[src/rtl/channel_scan_sequencer.sv]
// Channel scan sequencer: steps a 3:8 decoder select code through enabled
// channels with a programmable dwell, in single-pass or continuous mode.
module channel_scan_sequencer #(
    parameter int SEL_W   = 3,
    parameter int DWELL_W = 8
) (
    input  logic                   clk,
    input  logic                   rst_n,
    input  logic                   start,
    input  logic                   stop,
    input  logic                   mode_single,
    input  logic [DWELL_W-1:0]     dwell,
    input  logic [(2**SEL_W)-1:0]  ch_mask,
    output logic [SEL_W-1:0]       sel,
    output logic                   sel_valid,
    output logic                   busy,
    output logic                   pass_done,
    output logic                   err_no_ch
);

    localparam int N_CH = 2 ** SEL_W;

    typedef enum logic {
        IDLE = 1'b0,
        RUN  = 1'b1
    } state_t;

    state_t               state, state_n;
    logic [SEL_W-1:0]     sel_n;
    logic                 valid_n, busy_n, pd_n, err_n;
    logic [DWELL_W-1:0]   cnt, cnt_n;
    logic [DWELL_W-1:0]   dwell_q, dwell_n;
    logic [N_CH-1:0]      mask_q, mask_n;
    logic                 single_q, single_n;
    logic [SEL_W:0]       low_in, low_q, nxt_q, above_n;

    // Returns {found, index} of the lowest set bit of m at or above lo.
    function automatic logic [SEL_W:0] find_from(
        input logic [N_CH-1:0] m,
        input int              lo
    );
        logic [SEL_W:0] r;
        r = '0;
        for (int i = N_CH - 1; i >= 0; i--) begin
            if (i >= lo && m[i]) begin
                r = {1'b1, SEL_W'(i)};
            end
        end
        return r;
    endfunction

    always_ff @(posedge clk or negedge rst_n) begin
        if (!rst_n) begin
            state     <= IDLE;
            sel       <= '0;
            sel_valid <= 1'b0;
            busy      <= 1'b0;
            pass_done <= 1'b0;
            err_no_ch <= 1'b0;
            cnt       <= '0;
            dwell_q   <= '0;
            mask_q    <= '0;
            single_q  <= 1'b0;
        end else begin
            state     <= state_n;
            sel       <= sel_n;
            sel_valid <= valid_n;
            busy      <= busy_n;
            pass_done <= pd_n;
            err_no_ch <= err_n;
            cnt       <= cnt_n;
            dwell_q   <= dwell_n;
            mask_q    <= mask_n;
            single_q  <= single_n;
        end
    end

    always_comb begin
        state_n  = state;
        sel_n    = sel;
        valid_n  = sel_valid;
        busy_n   = busy;
        err_n    = 1'b0;
        cnt_n    = cnt;
        dwell_n  = dwell_q;
        mask_n   = mask_q;
        single_n = single_q;

        low_in = find_from(ch_mask, 0);
        low_q  = find_from(mask_q, 0);
        nxt_q  = find_from(mask_q, int'(sel) + 1);

        unique case (state)
            IDLE: begin
                valid_n = 1'b0;
                busy_n  = 1'b0;
                if (start && !stop) begin
                    if (ch_mask != '0) begin
                        mask_n   = ch_mask;
                        dwell_n  = (dwell == '0) ? DWELL_W'(1) : dwell;
                        single_n = mode_single;
                        state_n  = RUN;
                        sel_n    = low_in[SEL_W-1:0];
                        cnt_n    = '0;
                        valid_n  = 1'b1;
                        busy_n   = 1'b1;
                    end else begin
                        err_n = 1'b1;
                    end
                end
            end
            RUN: begin
                if (stop) begin
                    state_n = IDLE;
                    valid_n = 1'b0;
                    busy_n  = 1'b0;
                    cnt_n   = '0;
                end else if (cnt == dwell_q - DWELL_W'(1)) begin
                    cnt_n = '0;
                    if (nxt_q[SEL_W]) begin
                        sel_n = nxt_q[SEL_W-1:0];
                    end else if (single_q) begin
                        state_n = IDLE;
                        valid_n = 1'b0;
                        busy_n  = 1'b0;
                    end else begin
                        sel_n = low_q[SEL_W-1:0];
                    end
                end else begin
                    cnt_n = cnt + DWELL_W'(1);
                end
            end
            default: begin
                state_n = IDLE;
                valid_n = 1'b0;
                busy_n  = 1'b0;
            end
        endcase

        // pass_done is registered, so predict whether the next cycle is
        // the final dwell cycle of the highest enabled channel.
        above_n = find_from(mask_n, int'(sel_n) + 1);
        pd_n    = (state_n == RUN)
               && (cnt_n == dwell_n - DWELL_W'(1))
               && !above_n[SEL_W];
    end

endmodule

[config.mk]
export PLATFORM = sky130hd
export DESIGN_NAME = channel_scan_sequencer
export DESIGN_NICKNAME = d
export VERILOG_FILES = /design/src/rtl/channel_scan_sequencer.sv
export SDC_FILE = /design/constraint.sdc
export NUM_CORES = 1
export LEC_CHECK = 0
export ABC_AREA = 1
export BUFFER_PORTS_ARGS = -buffer_cell sky130_fd_sc_hd__buf_2
export CORE_MARGIN = 5
export CORE_UTILIZATION = 65
export DETAILED_ROUTE_END_ITERATION = 8
export GPL_ROUTABILITY_DRIVEN = 0
export PLACE_DENSITY = 0.95
export REMOVE_ABC_BUFFERS = 1
export SLEW_MARGIN = 20
export SYNTH_ARGS = -nofsm -noshare
export SYNTH_HDL_FRONTEND = slang
export SYNTH_SLANG_ARGS = --single-unit
[constraint.sdc]
create_clock -name clk -period 5.9 [get_ports clk]
set_clock_uncertainty 0.15 [all_clocks]
set_input_delay 0.295 -clock clk [delete_from_list [all_inputs] [get_ports clk]]
set_output_delay 0.295 -clock clk [all_outputs]
set_load 0.03 [all_outputs]
==> metrics.md <==
| Metric | Value |
|---|---|
| Status | finished clean |
| Slew Limit Fails | 0 |
| Hold Path End | single_q |
| Placeable core region | 4320 µm² |
| H-tree Lvls | 2 |
| Cell variety after synth | 44 |
| Final Worst Setup Slack | 2.46 ns |
| Syn Inst Count | 442 |
| P_sw | 0.399 mW |
| Number of I/O pins | 28 |
| Number of synthesized flops with an enable pin | 0 |
| Detailed placement HPWL | 5840 µm |
| Sequence of cells on the critical path | inv_2 > ha_1 > nand2_1 > nand2_1 > nor2_2 > nand2_1 > nor2_1 > nand3_1 > nor2_2 > nand2_1 > o21bai_1 > a31oi_1 > inv_1 > ha_1 > inv_1 > o21ai_0 > a211oi_1 > nor2_1 > nor2_1 > nand3_1 > a21oi_1 |
| DR vias | 3024 |
| Final Hold Fails | 0 |
| Reg2reg start | dwell_q[0] |
| Initial Util | 66.5% |
| Delay-heaviest family, CP | simple AND/OR/NAND/NOR gates |
| R2R depth | 21 |
| Max IR drop VDD | 193 µV |
| Worst slew pin tran | 0.751 ns |
| Async SR Flop Fraction | 100% |
| Crit-path max cell delay | 0.41 ns |
| Clk root buf | clkbuf_8 |
| Fmax achieved | 0.290 GHz |
| Total track usage | 25.5% |
| Mapped Area | 2880 µm² |
| GRT overflow | 0 |
| Crit path DAT | 3.49 ns |
| CTS Buf Count | 5 |
| Worst path bufs/invs | 3 |
| Pin count of the biggest net entering global routing | 33 |
| Reg power frac | 33.8% |
| Clock slew at reported path FFs | 0.07 ns |
| Flop2flop setup slack | 2.46 ns |
| Die Height | 76.5 µm |
| MaxCap Viol Count | 0 |
| Clk_lat worst skew | 0.29 ns |
| Sw Ratio | 45.2% |
| Synth warn | 0 |
| Setup crit start | dwell_q[0] |
| Area Growth Syn to Fin | 8.87% |
| Main synth FF type | dfrtp_1 |
| Initial antenna violation count | 0 |
| Global-route wire length before repair | 12400 µm |
| Crit path time final | 3.44 ns |
| Crit Path Category | reg -> reg |
| Setup violators final | 0 |
| Hold Path Depth | 3 |
| Die X | 76.5 µm |
| P per Cell Area | 281 nW/µm² |
| Clock share of power | 20.2% |
| Crit-path slowest cell | dfrtp_1 |
| PostCTS Resize Cnt | 0 |
| Hold_sp | mode_single |
| Logic pwr share | 46.1% |
| Crit-path max FO | 6 |
| Vias in the first global route | 2781 |
| Drt via density | 5.76 |
| CTS tree | built |
| Clk buf depth | 2 |
| Power Internal | 0.482 mW |
| First-pass detailed-route iteration total | 5 |
| Port bufs | 27 |
| HP Class | in -> reg |
| Post-DR wirelength/cell | 14.1 µm |
| Slew headroom | 49.9% |
| ANT cells | 0 |
| Critical Path Sink Type | register |
| Pre-CTS worst setup slack | 2.59 ns |
| Pleak | 1.70 nW |
| Mean post-synth cell area | 6.51 µm² |
| Antenna viol nets, final | 0 |
| Total Wirelength | 7410 µm |
| Final Net Count | 502 |
| Most used cell, CP | nand2_1 |
| DRC errors left | 0 |
| Sequential cell area fraction in the yosys report | 27.8% |
| #FFs+latches synth | 32 |
| Fillers | 334 |
| Layout cells sized above 1 | 15.4% |
| Cell Rows | 24 |
| FF-to-FF End | pass_done |
| Clk sinks | 32 |
| CP startpoint kind | register |
| Worst Path Required | 5.95 ns |
| RSZ-0062 raised after global routing | false |
| Period utilization | 58.4% |
| Starting DRT DRC Count | 344 |
| Setup_tns | 0 ns |
| Die Area | 5860 µm² |
==> worst max path at each step <==
| stage | end | slack, ns | cells after the start |
|---|---|---|---|
| floorplan | pass_done | 2.90 | 23 |
| global placement | pass_done | 2.81 | 22 |
| detailed placement | pass_done | 2.59 | 21 |
| CTS | pass_done | 2.55 | 21 |
| global route | pass_done | 2.19 | 22 |
| finish | pass_done | 2.46 | 21 |
==> area by class of cell <==
class / instances / area [µm²] / share of cell area [%]
repair buffers: 28 / 145 / 4.63
multi-input cells: 327 / 1730 / 55.3
well taps: 52 / 65.1 / 2.08
inverters: 78 / 295 / 9.43
flip-flops and latches: 32 / 801 / 25.6
clock inverters: 1 / 7.51 / 0.240
clock buffers: 7 / 86.3 / 2.76
==> synth_stat cells (2+ instances only) <==
library cell  instances  area [µm²]
nand3_1              43         215
xor2_1                7        61.3
a21oi_1               9        45.0
a22oi_1               3        22.5
nor2_1               36         135
inv_1                73         274
nor3_1                5        25.0
o21ai_1               9        45.0
o21ai_0              12        60.1
nand3_2               2        20.0
dfrtp_1              32         801
nand2_2               6        37.5
o21a_1                2        15.0
o22ai_1               3        18.8
nand2_1             129         484
nand4_1               8        50.1
ha_1                  9         113
o211ai_1              3        22.5
xnor2_1               3        26.3
buf_4                 3        22.5
o21ai_2               8        70.1
a31oi_1               2        12.5
nor2_8                2        40.0
inv_2                 4        15.0
nand3b_1              2        15.0
nor2_2                9        56.3
==> metal layers <==
layer	track usage, %	part of all wire, %
met5	0	0
met4	9.09	2.2
met3	5.08	8.5
met2	40.8	45
met1	34.0	44
==> sequential cells by signal, summed over array words and instances (netlist names) <==
register,cells
cnt,8
state,1
sel,3
err_no_ch,1
pass_done,1
mask_q,8
dwell_q,8
busy,1
single_q,1
==> stage by stage <==
stage / total power [mW] / utilization (%) / instance area [µm²] / hold slack, ns / cells
detailed placement: 0.693 / 70.0 / 3030 / 0.250 / 516
floorplan: 0.591 / - / 2830 / -0.151 / 437
global placement: 0.676 / 70.0 / 3030 / 0.233 / 516
global route: 0.947 / 72.4 / 3130 / 0.0676 / 525
finish: 0.881 / 72.4 / 3130 / 0.0722 / 525
CTS: 0.873 / 72.4 / 3130 / 0.0685 / 525
==> kinds of logic after synthesis <==
logic type,Yosys count,share of synthesized area [%]
DFF,32,27.8
and+or+nand+nor,251,40.6
AOI/OAI and AO/OA,57,12.6
buffers and inverters,83,12.0
xor gates and xnor gates,10,3.05
adders and majority gates,9,3.91
==> power by group through the flow <==
stage	Clock (mW)	Combinational (mW)	Sequential, mW
final	0.178	0.406	0.297
after CTS	0.180	0.398	0.295
after global placement	0	0.379	0.297
after global routing	0.190	0.455	0.302
after detailed placement	0	0.394	0.299
after floorplan	0	0.290	0.301
==> cell usage in the layout, fill, tap and decap left out, types with 2 or more instances in the layout <==
cell / instances
nand3b_1: 2
o211ai_1: 3
o21ai_2: 8
nand2_1: 129
inv_2: 4
a22oi_1: 3
nand4_1: 8
nor3_1: 5
inv_1: 73
a31oi_1: 2
buf_2: 27
clkbuf_8: 6
o21ai_1: 9
nand3_1: 43
o21a_1: 2
o22ai_1: 3
o21ai_0: 12
nor2_8: 2
xnor2_1: 3
nor2_1: 36
dfrtp_1: 32
xor2_1: 7
nor2_2: 9
nand3_2: 2
ha_1: 9
nand2_2: 6
a21oi_1: 9
==> tightest hold or removal path, stage by stage <==
cell	delay (ns)
buf_2	0.08
nand2_1	0.04
o21ai_0	0.06
==> timing repair <==
item / in CTS / in global routing
setup buffers: 0 / 0
endpoints found under the hold margin: 32 / 0
hold buffers: 1 / 0
Note: power is estimated with default switching activity, not from simulation.
